### config.mk
export PLATFORM = sky130hd
export DESIGN_NAME = stream_deser
export DESIGN_NICKNAME = d
export VERILOG_FILES = /design/src/rtl/stream_pkg.sv /design/src/rtl/stream_deser.sv
export SDC_FILE = /design/constraint.sdc
export NUM_CORES = 1
export LEC_CHECK = 0
export CAP_MARGIN = 20
export CORE_MARGIN = 2
export CORE_UTILIZATION = 47
export DETAILED_ROUTE_END_ITERATION = 7
export PLACE_DENSITY_LB_ADDON = 0.2
export SKIP_CTS_REPAIR_TIMING = 1
export SLEW_MARGIN = 15
export SYNTH_ARGS = -nofsm -noshare
export SYNTH_HDL_FRONTEND = slang
export SYNTH_SLANG_ARGS = --single-unit
### constraint.sdc
create_clock -name i_clk -period 2.2 [get_ports i_clk]
set_clock_uncertainty 0.2 [all_clocks]
set_input_delay 0.33 -clock i_clk [delete_from_list [all_inputs] [get_ports i_clk]]
set_output_delay 0.33 -clock i_clk [all_outputs]
set_load 0.03 [all_outputs]
### src/rtl/stream_pkg.sv
// Shared helpers for the host-link stream blocks (serializers and deserializers).
package stream_pkg;

  // Ceiling log2, minimum 1 so that a counter for a 1-entry range still has a bit.
  function automatic int clog2(input int value);
    int r;
    r = 0;
    while ((1 << r) < value) r++;
    if (r == 0) r = 1;
    return r;
  endfunction

  // Bit offset of beat k inside a word of `ratio` beats of `width` bits each.
  // lsb_first=1: first beat in the least-significant slot; 0: most-significant.
  function automatic int slot_offset(input int k, input int ratio, input int width,
                                     input int lsb_first);
    if (lsb_first != 0) return k * width;
    else return (ratio - 1 - k) * width;
  endfunction

endpackage

### src/rtl/stream_deser.sv
// stream_deser: collects RATIO narrow beats into one wide word on a
// valid/ready stream, one input beat per clock with no bubbles.
// Optional early word termination (i_last/o_last/o_nbeats) is enabled by
// defining STREAM_DESER_LAST_EN; the default build has fixed-length words.
module stream_deser
  import stream_pkg::*;
#(
  parameter int IN_WIDTH  = 8,
  parameter int RATIO     = 4,
  parameter int LSB_FIRST = 1
) (
  input  logic                               i_clk,
  input  logic                               i_rst,
  input  logic [IN_WIDTH-1:0]                i_data,
  input  logic                               i_valid,
  output logic                               o_ready,
  output logic [IN_WIDTH*RATIO-1:0]          o_data,
  output logic                               o_valid,
`ifdef STREAM_DESER_LAST_EN
  input  logic                               i_last,
  output logic                               o_last,
  output logic [stream_pkg::clog2(RATIO+1)-1:0] o_nbeats,
`endif
  input  logic                               i_ready
);

  localparam int OUT_WIDTH = IN_WIDTH * RATIO;
  localparam int CNT_W     = clog2(RATIO);
  localparam int NB_W      = clog2(RATIO + 1);
  localparam logic [CNT_W-1:0] CNT_MAX = CNT_W'(RATIO - 1);

  logic [CNT_W-1:0]     cnt;
  logic [OUT_WIDTH-1:0] asm_q;
  logic [OUT_WIDTH-1:0] word_next;
  logic                 ends_word;
  logic                 in_xfer;
  logic                 out_xfer;

  // The beat being accepted closes the word: last slot, or an early end.
`ifdef STREAM_DESER_LAST_EN
  assign ends_word = (cnt == CNT_MAX) || i_last;
`else
  assign ends_word = (cnt == CNT_MAX);
`endif

  // Partial beats always go in; a closing beat needs the output slot free
  // or draining this cycle, which is the only i_ready -> o_ready path.
  assign o_ready  = !i_rst && (!ends_word || !o_valid || i_ready);
  assign in_xfer  = i_valid && o_ready;
  assign out_xfer = o_valid && i_ready;

  // Merge the incoming beat into its slot of the partially assembled word.
  always_comb begin
    word_next = asm_q;
    for (int k = 0; k < RATIO; k++) begin
      if (cnt == CNT_W'(k))
        word_next[slot_offset(k, RATIO, IN_WIDTH, LSB_FIRST) +: IN_WIDTH] = i_data;
    end
  end

  // Assembly register and beat counter; cleared after each completed word
  // so unfilled slots of an early-ended word read as zero.
  always_ff @(posedge i_clk or posedge i_rst) begin
    if (i_rst) begin
      cnt   <= '0;
      asm_q <= '0;
    end else if (in_xfer) begin
      if (ends_word) begin
        cnt   <= '0;
        asm_q <= '0;
      end else begin
        cnt   <= cnt + CNT_W'(1);
        asm_q <= word_next;
      end
    end
  end

  // Output register: a load wins over a drain so back-to-back words keep
  // o_valid high; otherwise a drain empties it and a stall holds it.
  always_ff @(posedge i_clk or posedge i_rst) begin
    if (i_rst) begin
      o_valid <= 1'b0;
      o_data  <= '0;
    end else if (in_xfer && ends_word) begin
      o_valid <= 1'b1;
      o_data  <= word_next;
    end else if (out_xfer) begin
      o_valid <= 1'b0;
    end
  end

`ifdef STREAM_DESER_LAST_EN
  // Side-band for the word: early-end flag and how many beats were filled.
  always_ff @(posedge i_clk or posedge i_rst) begin
    if (i_rst) begin
      o_last   <= 1'b0;
      o_nbeats <= '0;
    end else if (in_xfer && ends_word) begin
      o_last   <= i_last;
      o_nbeats <= NB_W'(cnt) + NB_W'(1);
    end
  end
`endif

endmodule

==> metrics.yaml <==
timing:
  slew_headroom: 0.511
  hold_viol: 0
  finalSetupTns_ps: 0
  period_share: 0.953
  finalSetupViolCount: 0
  period_needed_ps: 2100
  rsz0062_at_grt: "false"
  fmax_mhz: 477
  slew_violations: 0
  tightest_slew_ps: 733
hold_path:
  hp-start: "asm_q[21]$_DFFE_PP0P_"
  holdPathStages: 1
  holdCritPathClass: "reg2reg"
  hold_end: "asm_q[21]$_DFFE_PP0P_"
floorplanning:
  start_util: 0.487
  io_pins: 46
  fp.dieH_um: 79.8
  die_w_um: 79.8
  die_area_um2: 6370
  fp-row-count: 27
  core-area_um2: 5540
logic_synthesis:
  ys_warn_count: 0
  synth_fa_ha_area_frac: 0.0185
  synth_nets: 190
  ys_seq_elements: 59
  syn_area_per_cell_um2: 15.5
  synthMuxAreaShare: 0.277
  netlist-cell-type-count: 23
  synthCells: 174
  yosys.area_share.simple: 0.0301
  synth_compound_area_frac: 0.0936
  ys_seq_area_frac: 0.547
  synth_top_family_by_area: "multiplexers"
  synth_xor_xnor_area_share: 0
  syn-cell-area_um2: 2700
final_layout:
  drive_gt1_frac: 0.362
  final_nets: 241
  mostFrequentLayoutCell: "dfrtp_1"
  regArea_um2: 1480
  fill_cells: 432
  fin_util: 0.620
  insertedDiodeCount: 0
  multiInputGateArea_um2: 1130
  final_cell_mix: "59 x dfrtp_1, 44 x clkdlybuf4s50_1, 31 x mux2_4"
  area_growth_pct: 27.2
pwr:
  power.density_nw_per_um2: 1550
  irDropWorstVdd_mv: 0.701
  p_leak_nw: 1.65
placement:
  hpwlAfterDp_um: 3590
  gp_congestion: 0.805
  place.port_buffers: 45
worst_setup_path:
  r2r_start: "cnt[0]$_DFFE_PP0P_"
  path_buf_inv: 1
  reg2reg_depth: 4
  crit_start: "cnt[0]$_DFFE_PP0P_"
  crit_type: "reg2out"
  crit_chain: "ha_2 > nand3b_2 > and2_1 > buf_4"
  crit_fanout: 7
  slowest_stage: "dfrtp_1"
  end_kind: "primary output"
  start_kind: "flip-flop"
  cpPeakStageDelay_ps: 420
  crit_arrival_ps: 1570
  rrSetupSlack_ps: 180
  critPathTopFamily: "flip-flops"
  r2r_end: "asm_q[5]$_DFFE_PP0P_"
  crit_required_ps: 1670
global_route:
  grt_pass1_wl_um: 8770
  grt_max_degree: 60
  grt_overflow_total: 0
  grt_pass1_vias: 1716
  grtUsageTotal: 0.181
  antenna_found_initial: 0
cts:
  cts-buffers-inserted: 9
  root_buffer: "clkbuf_8"
  clockBufferDepth: 2
  cts.clk_slew.worst_paths_ps: 70
  clock_sinks: 59
  clock_latency_ps: 330
  cts_max_level: 3
  cts_tree: "done"
outcome:
  status: "completed"
detailed_routing:
  vias: 1619
  first_pass_iters: 4
  viasPerCell: 5.38
  drc: 0
  ant_nets: 0
  first_iter_violations: 98
  wl_per_cell_um: 17.6
  routed_wl_um: 5290
run:
  cap_violations: 0
==> synthesized netlist by cell type <==
cell	number	area, µm²
dfrtp_1	59	1480
mux2_4	31	465
mux2_2	25	282
a22o_1	24	210
and2_1	4	25.0
buf_4	4	30.0
ha_1	4	50.1
buf_6	3	33.8
inv_1	3	11.3
o211ai_1	3	22.5
clkbuf_1	2	7.51
a21oi_1	1	5.00
a31o_2	1	8.76
a31oi_1	1	6.26
buf_2	1	5.00
clkbuf_2	1	5.00
nand2_1	1	3.75
nand2b_1	1	6.26
nand3_4	1	17.5
nand3b_2	1	11.3
nor2_1	1	3.75
nor2b_1	1	6.26
nor3b_1	1	7.51
==> report_power, final <==
group / leakage, nW / internal (mW) / switching [mW] / total, mW
clock: 0.0974 / 0.576 / 0.418 / 0.994
combinational: 0.795 / 1.33 / 1.14 / 2.47
sequential: 0.758 / 1.56 / 0.281 / 1.84
total: 1.65 / 3.46 / 1.84 / 5.31
==> flip-flops by register name, indices dropped and copies added, names as in the netlist <==
signal,cells
cnt,2
o_valid,1
asm_q,24
o_data,32
==> through the flow <==
step                std cells  area, µm²  total power, mW  worst slack (ps)  hold slack (ps)
floorplan                 174       2700             3.50              40.9              232
global placement          286       3230             4.26              50.7              278
detailed placement        286       3230             4.34              22.3              280
CTS                       301       3430             5.35              33.5              302
global route              301       3430             5.58              41.5              308
finish                    301       3430             5.31               103              301
==> metal layers <==
| metal | GRT usage | share of wire |
|---|---|---|
| met4 | 0.0932 | 0.022 |
| met3 | 0.0362 | 0.044 |
| met2 | 0.271 | 0.46 |
| met5 | 0 | 0 |
| met1 | 0.249 | 0.47 |
==> layout make-up <==
class,count,area share
Clock inverter,4,0.0146
Tap cell,72,0.0262
Timing Repair Buffer,51,0.151
Sequential cell,59,0.430
Clock buffer,11,0.0441
Inverter,3,0.00437
Multi-Input combinational cell,101,0.330
==> logic make-up (layout without fill, tap and decap cells) <==
| family | Yosys count | in the layout |
|---|---|---|
| AOI/OAI and AO/OA | 30 | 30 |
| muxes | 56 | 56 |
| DFF | 59 | 59 |
| adders and majority gates | 4 | 4 |
| and+or+nand+nor | 11 | 11 |
| buffers and inverters | 14 | 69 |
==> how the worst max path moves through the flow <==
stage	end	slack [ps]	cells after the start
floorplan	o_ready	40	2
global placement	asm_q[18]$_DFFE_PP0P_	50	5
detailed placement	asm_q[8]$_DFFE_PP0P_	20	5
CTS	o_ready	30	4
global route	o_ready	40	4
finish	o_ready	100	4
Note: power is estimated with default switching activity, not from simulation.
